## src/rtl/lcd_ahb_seq_master.sv

```systemverilog
// ---------------------------------------------------------------------------
// lcd_ahb_seq_master
//
// AHB-lite initiator that brings up the LCD driver configuration slave from a
// hardware command stream, with no CPU in the loop. After start_i it writes
// the prescaler register and enables the PHY through LCD_CTRL. For each
// instruction taken from the command stream it then polls LCD_CTRL until
// phy_ready (bit 1) is set, and writes the instruction to LCD_INSTR.
// Transfers that end with an AHB ERROR are reissued until MAX_RETRY ERRORs
// have been seen for the same transfer, at which point the sequencer faults.
//
// Optional feature (macro LCD_SEQ_POLL_TIMEOUT_EN): bound the number of
// not-ready LCD_CTRL polls per instruction to POLL_TIMEOUT, then fault.
//
// Ports:
//   clk_i, rst_ni      clock, asynchronous active-low reset
//   start_i            start pulse (honoured in IDLE, DONE and FAULT only)
//   cmd_valid_i        command stream: instruction available
//   cmd_instr_i        command stream: instruction word
//   cmd_last_i         command stream: final instruction of the sequence
//   cmd_ready_o        command stream: instruction accepted this cycle
//   haddr_o, htrans_o,
//   hwrite_o, hwdata_o AHB-lite initiator request (IDLE / NONSEQ only)
//   hrdata_i, hready_i,
//   hresp_i            AHB-lite response
//   busy_o             sequence in progress
//   done_o             one-cycle pulse on successful completion
//   fault_o            sticky fault flag, cleared by the next accepted start
// ---------------------------------------------------------------------------

`ifndef LCD_CTRL_OFFSET
`define LCD_CTRL_OFFSET 12'h000
`endif
`ifndef LCD_INSTR_OFFSET
`define LCD_INSTR_OFFSET 12'h004
`endif
`ifndef PRESCALER_OFFSET
`define PRESCALER_OFFSET 12'h008
`endif

module lcd_ahb_seq_master #(
  parameter int INSTR_WIDTH     = 10,
  parameter int PRESCALER_WIDTH = 16,
  parameter int PRESCALER_INIT  = 10,
  parameter int MAX_RETRY       = 3,
  parameter int POLL_TIMEOUT    = 1024
) (
  input  logic                   clk_i,
  input  logic                   rst_ni,
  input  logic                   start_i,
  input  logic                   cmd_valid_i,
  input  logic [INSTR_WIDTH-1:0] cmd_instr_i,
  input  logic                   cmd_last_i,
  output logic                   cmd_ready_o,
  output logic [11:0]            haddr_o,
  output logic [1:0]             htrans_o,
  output logic                   hwrite_o,
  output logic [31:0]            hwdata_o,
  input  logic [31:0]            hrdata_i,
  input  logic                   hready_i,
  input  logic                   hresp_i,
  output logic                   busy_o,
  output logic                   done_o,
  output logic                   fault_o
);

  typedef enum logic [2:0] {
    S_IDLE, S_W_PRESC, S_W_CTRL, S_GET_CMD, S_POLL, S_W_INSTR, S_DONE, S_FAULT
  } state_t;

  typedef enum logic {PH_ADDR, PH_DATA} phase_t;

  localparam logic [1:0]  HTRANS_IDLE   = 2'b00;
  localparam logic [1:0]  HTRANS_NONSEQ = 2'b10;
  localparam logic [11:0] ADDR_CTRL     = 12'(`LCD_CTRL_OFFSET);
  localparam logic [11:0] ADDR_INSTR    = 12'(`LCD_INSTR_OFFSET);
  localparam logic [11:0] ADDR_PRESC    = 12'(`PRESCALER_OFFSET);
  localparam logic [PRESCALER_WIDTH-1:0] PRESC_FIELD = PRESCALER_WIDTH'(PRESCALER_INIT);
  localparam logic [31:0] PRESC_DATA    = 32'(PRESC_FIELD);
  localparam logic [3:0]  RETRY_LIMIT   = 4'(MAX_RETRY);

  if (MAX_RETRY < 1 || MAX_RETRY > 15) begin : g_bad_max_retry
    $error("lcd_ahb_seq_master: MAX_RETRY must be in 1..15");
  end

  state_t                 state_q;
  phase_t                 phase_q;
  logic [3:0]             retry_q;
  logic [INSTR_WIDTH-1:0] instr_q;
  logic                   last_q;

`ifdef LCD_SEQ_POLL_TIMEOUT_EN
  localparam int PCW = $clog2(POLL_TIMEOUT + 1);
  localparam logic [PCW-1:0] POLL_LIMIT = PCW'(POLL_TIMEOUT);
  localparam logic [PCW-1:0] POLL_ONE   = PCW'(1);
  logic [PCW-1:0] poll_cnt_q;
`else
  localparam int unused_poll_timeout = POLL_TIMEOUT;
`endif

  // Only phy_ready is meaningful in LCD_CTRL read data.
  logic unused_rdata;
  assign unused_rdata = ^{hrdata_i[31:2], hrdata_i[0]};

  // Sequencer and transfer engine in one register block. In the transfer
  // states phase_q tracks the single outstanding transfer: the ADDR cycle
  // drives NONSEQ, every following cycle is a DATA cycle with htrans IDLE
  // until hready_i completes it. haddr/hwrite/hwdata are left untouched on an
  // ERROR so the reissue one cycle later is identical. All outputs are
  // registered, so each transition also loads the next transfer's request.
  always_ff @(posedge clk_i or negedge rst_ni) begin
    if (!rst_ni) begin
      state_q     <= S_IDLE;
      phase_q     <= PH_ADDR;
      retry_q     <= '0;
      instr_q     <= '0;
      last_q      <= 1'b0;
      htrans_o    <= HTRANS_IDLE;
      haddr_o     <= '0;
      hwrite_o    <= 1'b0;
      hwdata_o    <= '0;
      cmd_ready_o <= 1'b0;
      busy_o      <= 1'b0;
      done_o      <= 1'b0;
      fault_o     <= 1'b0;
`ifdef LCD_SEQ_POLL_TIMEOUT_EN
      poll_cnt_q  <= '0;
`endif
    end else begin
      done_o <= 1'b0;
      case (state_q)
        S_IDLE, S_DONE, S_FAULT: begin
          if (start_i) begin
            fault_o  <= 1'b0;
            busy_o   <= 1'b1;
            retry_q  <= '0;
            state_q  <= S_W_PRESC;
            phase_q  <= PH_ADDR;
            htrans_o <= HTRANS_NONSEQ;
            haddr_o  <= ADDR_PRESC;
            hwrite_o <= 1'b1;
            hwdata_o <= PRESC_DATA;
          end
        end

        // Ready is raised only once an instruction is offered, and dropped
        // after that single accepting cycle.
        S_GET_CMD: begin
          if (!cmd_ready_o) begin
            cmd_ready_o <= cmd_valid_i;
          end else begin
            cmd_ready_o <= 1'b0;
            if (cmd_valid_i) begin
              instr_q  <= cmd_instr_i;
              last_q   <= cmd_last_i;
              retry_q  <= '0;
              state_q  <= S_POLL;
              phase_q  <= PH_ADDR;
              htrans_o <= HTRANS_NONSEQ;
              haddr_o  <= ADDR_CTRL;
              hwrite_o <= 1'b0;
              hwdata_o <= '0;
`ifdef LCD_SEQ_POLL_TIMEOUT_EN
              poll_cnt_q <= '0;
`endif
            end
          end
        end

        S_W_PRESC, S_W_CTRL, S_POLL, S_W_INSTR: begin
          if (phase_q == PH_ADDR) begin
            htrans_o <= HTRANS_IDLE;
            phase_q  <= PH_DATA;
          end else if (hready_i) begin
            if (hresp_i) begin
              if (retry_q + 4'd1 == RETRY_LIMIT) begin
                state_q <= S_FAULT;
                fault_o <= 1'b1;
                busy_o  <= 1'b0;
              end else begin
                retry_q  <= retry_q + 4'd1;
                htrans_o <= HTRANS_NONSEQ;
                phase_q  <= PH_ADDR;
              end
            end else begin
              retry_q <= '0;
              case (state_q)
                S_W_PRESC: begin
                  state_q  <= S_W_CTRL;
                  phase_q  <= PH_ADDR;
                  htrans_o <= HTRANS_NONSEQ;
                  haddr_o  <= ADDR_CTRL;
                  hwrite_o <= 1'b1;
                  hwdata_o <= 32'h1;
                end
                S_W_CTRL: begin
                  state_q <= S_GET_CMD;
                end
                S_POLL: begin
                  if (hrdata_i[1]) begin
                    state_q  <= S_W_INSTR;
                    phase_q  <= PH_ADDR;
                    htrans_o <= HTRANS_NONSEQ;
                    haddr_o  <= ADDR_INSTR;
                    hwrite_o <= 1'b1;
                    hwdata_o <= 32'(instr_q);
                  end else begin
`ifdef LCD_SEQ_POLL_TIMEOUT_EN
                    if (poll_cnt_q + POLL_ONE == POLL_LIMIT) begin
                      state_q <= S_FAULT;
                      fault_o <= 1'b1;
                      busy_o  <= 1'b0;
                    end else begin
                      poll_cnt_q <= poll_cnt_q + POLL_ONE;
                      htrans_o   <= HTRANS_NONSEQ;
                      phase_q    <= PH_ADDR;
                    end
`else
                    htrans_o <= HTRANS_NONSEQ;
                    phase_q  <= PH_ADDR;
`endif
                  end
                end
                S_W_INSTR: begin
                  if (last_q) begin
                    state_q <= S_DONE;
                    done_o  <= 1'b1;
                    busy_o  <= 1'b0;
                  end else begin
                    state_q <= S_GET_CMD;
                  end
                end
                default: ;
              endcase
            end
          end
        end

        default: state_q <= S_IDLE;
      endcase
    end
  end

endmodule
```

## config.mk

```make
export PLATFORM = sky130hd
export DESIGN_NAME = lcd_ahb_seq_master
export DESIGN_NICKNAME = d
export VERILOG_FILES = /design/src/rtl/lcd_ahb_seq_master.sv
export SDC_FILE = /design/constraint.sdc
export NUM_CORES = 1
export LEC_CHECK = 0
export BUFFER_PORTS_ARGS = -buffer_cell sky130_fd_sc_hd__buf_4
export CAP_MARGIN = 20
export CORE_ASPECT_RATIO = 1.1
export CORE_MARGIN = 4
export CORE_UTILIZATION = 40
export DETAILED_ROUTE_END_ITERATION = 6
export PLACE_DENSITY_LB_ADDON = 0.15
export REMOVE_ABC_BUFFERS = 1
export SLEW_MARGIN = 20
export SYNTH_ARGS = -nofsm -noshare
export SYNTH_HDL_FRONTEND = slang
export SYNTH_SLANG_ARGS = --single-unit
```

## constraint.sdc

```tcl
create_clock -name clk_i -period 4.2 [get_ports clk_i]
set_input_delay 0.84 -clock clk_i [delete_from_list [all_inputs] [get_ports clk_i]]
set_output_delay 0.84 -clock clk_i [all_outputs]
set_load 0.03 [all_outputs]
```

# After elaboration in Yosys (flattened, before gate mapping)
# Index checks and enable logic that the tools add are counted.
# classes
n_eq_ne	27
addsub	1
n_reduce_logical	13
muxes	81
# ops
op	count
$mux 32	7
$pmux 32 s3	1
$mux 12	7
$pmux 32 s2	1
$pmux 12 s3	1
$mux 1	30
$mux 4	7
$mux 3	9
$pmux 12 s2	1
$ne 3x3->1 const B	7
$reduce_and 6->1	3
$mux 2	8
$ne 2x2->1 const B	8
$reduce_and 8->1	2
$eq 3x3->1 const B	4
$ne 4x4->1 const B	3
$pmux 3 s4	1
$pmux 4 s3	1
$pmux 3 s3	1
$reduce_and 7->1	1
$eq 3x2->1 const B	2
$ne 6x6->1 const B	1
$pmux 1 s2	3
$pmux 1 s3	2
10 further kinds	11
# word_totals
elab_cells	135
register_bits	70
out_inout_bits	51

# Logic depth before layout (Yosys ltp)
# logic_depth
word_depth	7
ltp_mapped	7
ltp_nobuf	7

# Worst setup path after synthesis
# OpenSTA, ideal clock, no wires.
# synth_path
kind	input-to-reg
from	input port cmd_valid_i
to	register hwdata_o[1]
required_ps	4074
t_arrival_ps	2146
stages	6
path_buffers	1
slack_ps	1928
path_cell_list	nand2_1 -> a21o_1 -> a221o_1 -> buf_6 -> a21o_1 -> a221o_1
# synth_between
elab_chain_len	2
# synth_lines
item	line_no	text
from (decl)	51	input logic cmd_valid_i,
$ne 2x2->1 (no line)	n/a	
$reduce_and 8->1 (no line)	n/a	
to (signal assigned)	206	hwdata_o <= 32'(instr_q);
to (decl)	58	output logic [31:0] hwdata_o,
# Every way passes these cells.
# A chain may end at the register's enable or synchronous reset.

# Worst setup path after layout
# layout_path
from	register state_q[1]
to	register hwdata_o[0]
# layout_between
elab_chain_len	6
elab_cells_between_ends	24
# layout_lines
item	line_no	text
from (decl)	86	state_t state_q;
from (signal assigned)	113	state_q <= S_IDLE;
from (signal assigned)	137	state_q <= S_W_PRESC;
from (signal assigned)	157	state_q <= S_POLL;
$eq 3x3->1 or $eq 3x1->1 (tied branches)	131, 187	
$pmux 32 s2	187	case (state_q)
$mux 32	175	if (hresp_i) begin
$mux 32	174	end else if (hready_i) begin
$mux 32	171	if (phase_q == PH_ADDR) begin
$pmux 32 s3	131	case (state_q)
# Parallel ways exist; a longest one is shown, timed or not. The select of a mux whose other input is x is not followed.

==> impl_metrics.py <==
metrics = {
    "run_status": {
        "outcome": "finished, final reports clean",
    },
    "worst_setup_path": {
        "crit_arrival_ps": 2790,
        "crit_required_ps": 4380,
        "reg2reg_slack_ps": 1580,
        "startpoint": "state_q[1]",
        "cp-start-kind": "flip-flop",
        "reg2reg_to": "hwdata_o[0]",
        "crit_fanout": 25,
        "worst_setup_path_end_kind": "flip-flop",
        "ff2ff_path_depth": 5,
        "rr_startpoint": "state_q[1]",
        "crit_type": "flip-flop to flip-flop",
        "cp-endpoint": "hwdata_o[0]",
    },
    "clock_network": {
        "root_buffer": "clkbuf_8",
        "cts_made_buffers": 5,
        "holdBufCountCts": 0,
        "clock_latency_ps": 290,
        "cts_tree": "done",
        "cts_setup_buffers": 0,
        "clk_path_buf_depth": 2,
        "cts_resized": 0,
        "clk_pin_slew_ps": 80,
        "cts_max_level": 2,
        "cts_sinks": 37,
    },
    "placed_design": {
        "placed_cell_area_um2": 2320,
        "hpwl_um": 3080,
        "port_buffers": 35,
        "place.gp.congestion": 0.766,
    },
    "global_routing": {
        "grt.total_usage": 0.134,
        "use_met1": 0.179,
        "busiest_layer": "met2",
        "antenna_found_initial": 0,
        "gr-total-overflow": 0,
        "grt_pass1_wl_um": 7160,
        "grt_max_degree": 38,
        "grt_pass1_vias": 1474,
        "grt.met2_usage": 0.205,
        "met3_usage": 0.0403,
    },
    "die": {
        "die_y_um": 84.8,
        "dieWidth_um": 77.9,
        "coreArea_um2": 5100,
        "io_pins": 100,
        "start_util": 0.421,
        "die-area_um2": 6610,
        "rows": 27,
    },
    "yosys": {
        "synth_edf_count": 0,
        "syn-instance-count": 218,
        "avgSynthCellArea_um2": 9.85,
        "ys_seq_area_frac": 0.431,
        "synth_common_cells": "dfrtp_1, buf_4, nand2_1",
        "synth_area_um2": 2150,
        "synth_area_leaders": "dfrtp_1, buf_4, mux2_2, mux2i_1, nand2_1",
        "ys.warnings.count": 0,
        "ys_seq_elements": 37,
        "synth.distinct_cells": 43,
        "yosysMostFrequentCell": "dfrtp_1",
        "yosysTopAreaCell": "dfrtp_1",
        "yosysTopAreaCellShare": 0.431,
        "async_flop_share": 1.00,
        "synth_ff_type": "dfrtp_1",
    },
    "sta": {
        "finalMaxSlewViolations": 0,
        "min_period_over_period": 0.623,
        "grt_setup_unrepaired": "no",
        "tightest_slew_ps": 709,
        "skew_ps": 7.50,
        "max_freq_ghz": 0.382,
        "hold_viol": 0,
        "fin_tns_setup_ps": 0,
        "max_slew_margin": 0.527,
        "holdWs_ps": 485,
        "post-route-min-period_ps": 2620,
        "setup_viol": 0,
    },
    "power_and_ir_drop": {
        "ir_worst_vdd_uv": 365,
        "power.switching_w": 0.000752,
        "power_frac_comb": 0.452,
        "p_sw_frac": 0.422,
        "cellPowerDensity_nw_per_um2": 729,
        "clkPwrFrac": 0.185,
        "leakage_nw": 1.16,
        "power_w": 0.00178,
        "power_frac_seq": 0.363,
        "p_int_w": 0.00103,
    },
    "final_layout": {
        "layout-drive-gt1-share": 0.234,
        "register_area_um2": 926,
        "final_nets": 302,
        "multi_input_area_um2": 996,
        "diodes": 0,
        "fillers": 497,
        "syn_to_final_growth_pct": 13.8,
        "fin_area_um2": 2440,
    },
    "routing": {
        "drc": 0,
        "postRouteAntennaNets": 0,
        "drtIter0Drc": 71,
        "drt-total-wl_um": 4280,
        "dr.pass1.iters": 6,
        "num_vias": 1550,
        "wire_per_inst_um": 13.2,
        "routed_via_density": 4.78,
    },
    "run": {
        "drv_cap": 0,
    },
    "min_path": {
        "hold_class": "flip-flop to flip-flop",
    },
}
-- metrics by stage --
step / std cells / setup slack, ps / util
floorplan: 208 / 1840 / -
finish: 324 / 1580 / 0.479
global route: 324 / 1430 / 0.479
detailed placement: 316 / 1520 / 0.455
global placement: 316 / 1530 / 0.455
CTS: 324 / 1560 / 0.479
-- routing by layer --
metal / part of all wire / wire, um / vias up
met4: 0.011 / 48 / 0
met3: 0.077 / 329 / 4
met5: 0 / 0 / -
li1: - / - / 762
met2: 0.45 / 1940 / 46
met1: 0.46 / 1950 / 738
-- power by group through the flow --
stage | registers, W | clock network, W | logic, W
after global placement | 0.000652 | 0 | 0.000808
after global routing | 0.000676 | 0.000355 | 0.000894
after CTS | 0.000646 | 0.000338 | 0.000818
after detailed placement | 0.000652 | 0 | 0.000817
final | 0.000647 | 0.000329 | 0.000806
after floorplan | 0.000743 | 0 | 0.000472
-- cells in the final DEF, fill, tap and decap left out, drive strengths merged, types with 4 or more instances in the layout --
cell type  netlist  layout
a21o             7       7
nand2           17      17
buf             39      36
conb             1      33
inv             11      11
a21oi            7       7
clkbuf           3       6
mux2i            8       8
nand3            5       5
nor2            12      12
mux2            13      13
dfrtp           37      37
a221o            4       4
o21ai           10      10
-- worst min path at each step --
stage / startpoint / end / cells past startpoint
floorplan: instr_q[1] / hwdata_o[1] / 1
global placement: haddr_o[3] / haddr_o[3] / 1
detailed placement: haddr_o[2] / haddr_o[2] / 1
CTS: haddr_o[2] / haddr_o[2] / 1
global route: haddr_o[2] / haddr_o[2] / 1
finish: haddr_o[2] / haddr_o[2] / 1
-- cell families (layout without fill, tap and decap cells) --
family / count (synthesis) / after routing / share of synthesized area
buffers and inverters: 53 / 55 / 0.161
other: 1 / 33 / 0.00175
and+or+nand+nor: 56 / 56 / 0.128
DFF: 37 / 37 / 0.431
adders and majority gates: 2 / 2 / 0.0117
AOI/OAI and AO/OA: 48 / 48 / 0.161
muxes: 21 / 21 / 0.105
-- sequential cells by signal, indices dropped and copies added, names as in the netlist --
register     cells
instr_q         10
state_q          3
hwdata_o        10
busy_o           1
hwrite_o         1
cmd_ready_o      1
haddr_o          2
fault_o          1
last_q           1
done_o           1
phase_q          1
retry_q          4
htrans_o         1
-- critical path, cell delays in order, from the launching register on --
cell	delay [ps]
dfrtp_1	650
nor3_1	440
nor2_1	120
a221o_1	490
a21oi_4	410
mux2_2	380
-- layout make-up --
cell class              instances  area share
clock buffers                   6      0.0338
inverters                      11      0.0169
well taps                      72      0.0369
clock inverters                 2      0.0154
multi-input cells             160       0.408
repair buffers                 36       0.111
flip-flops and latches         37       0.379
No activity file was read; power rests on OpenSTA's default activity.
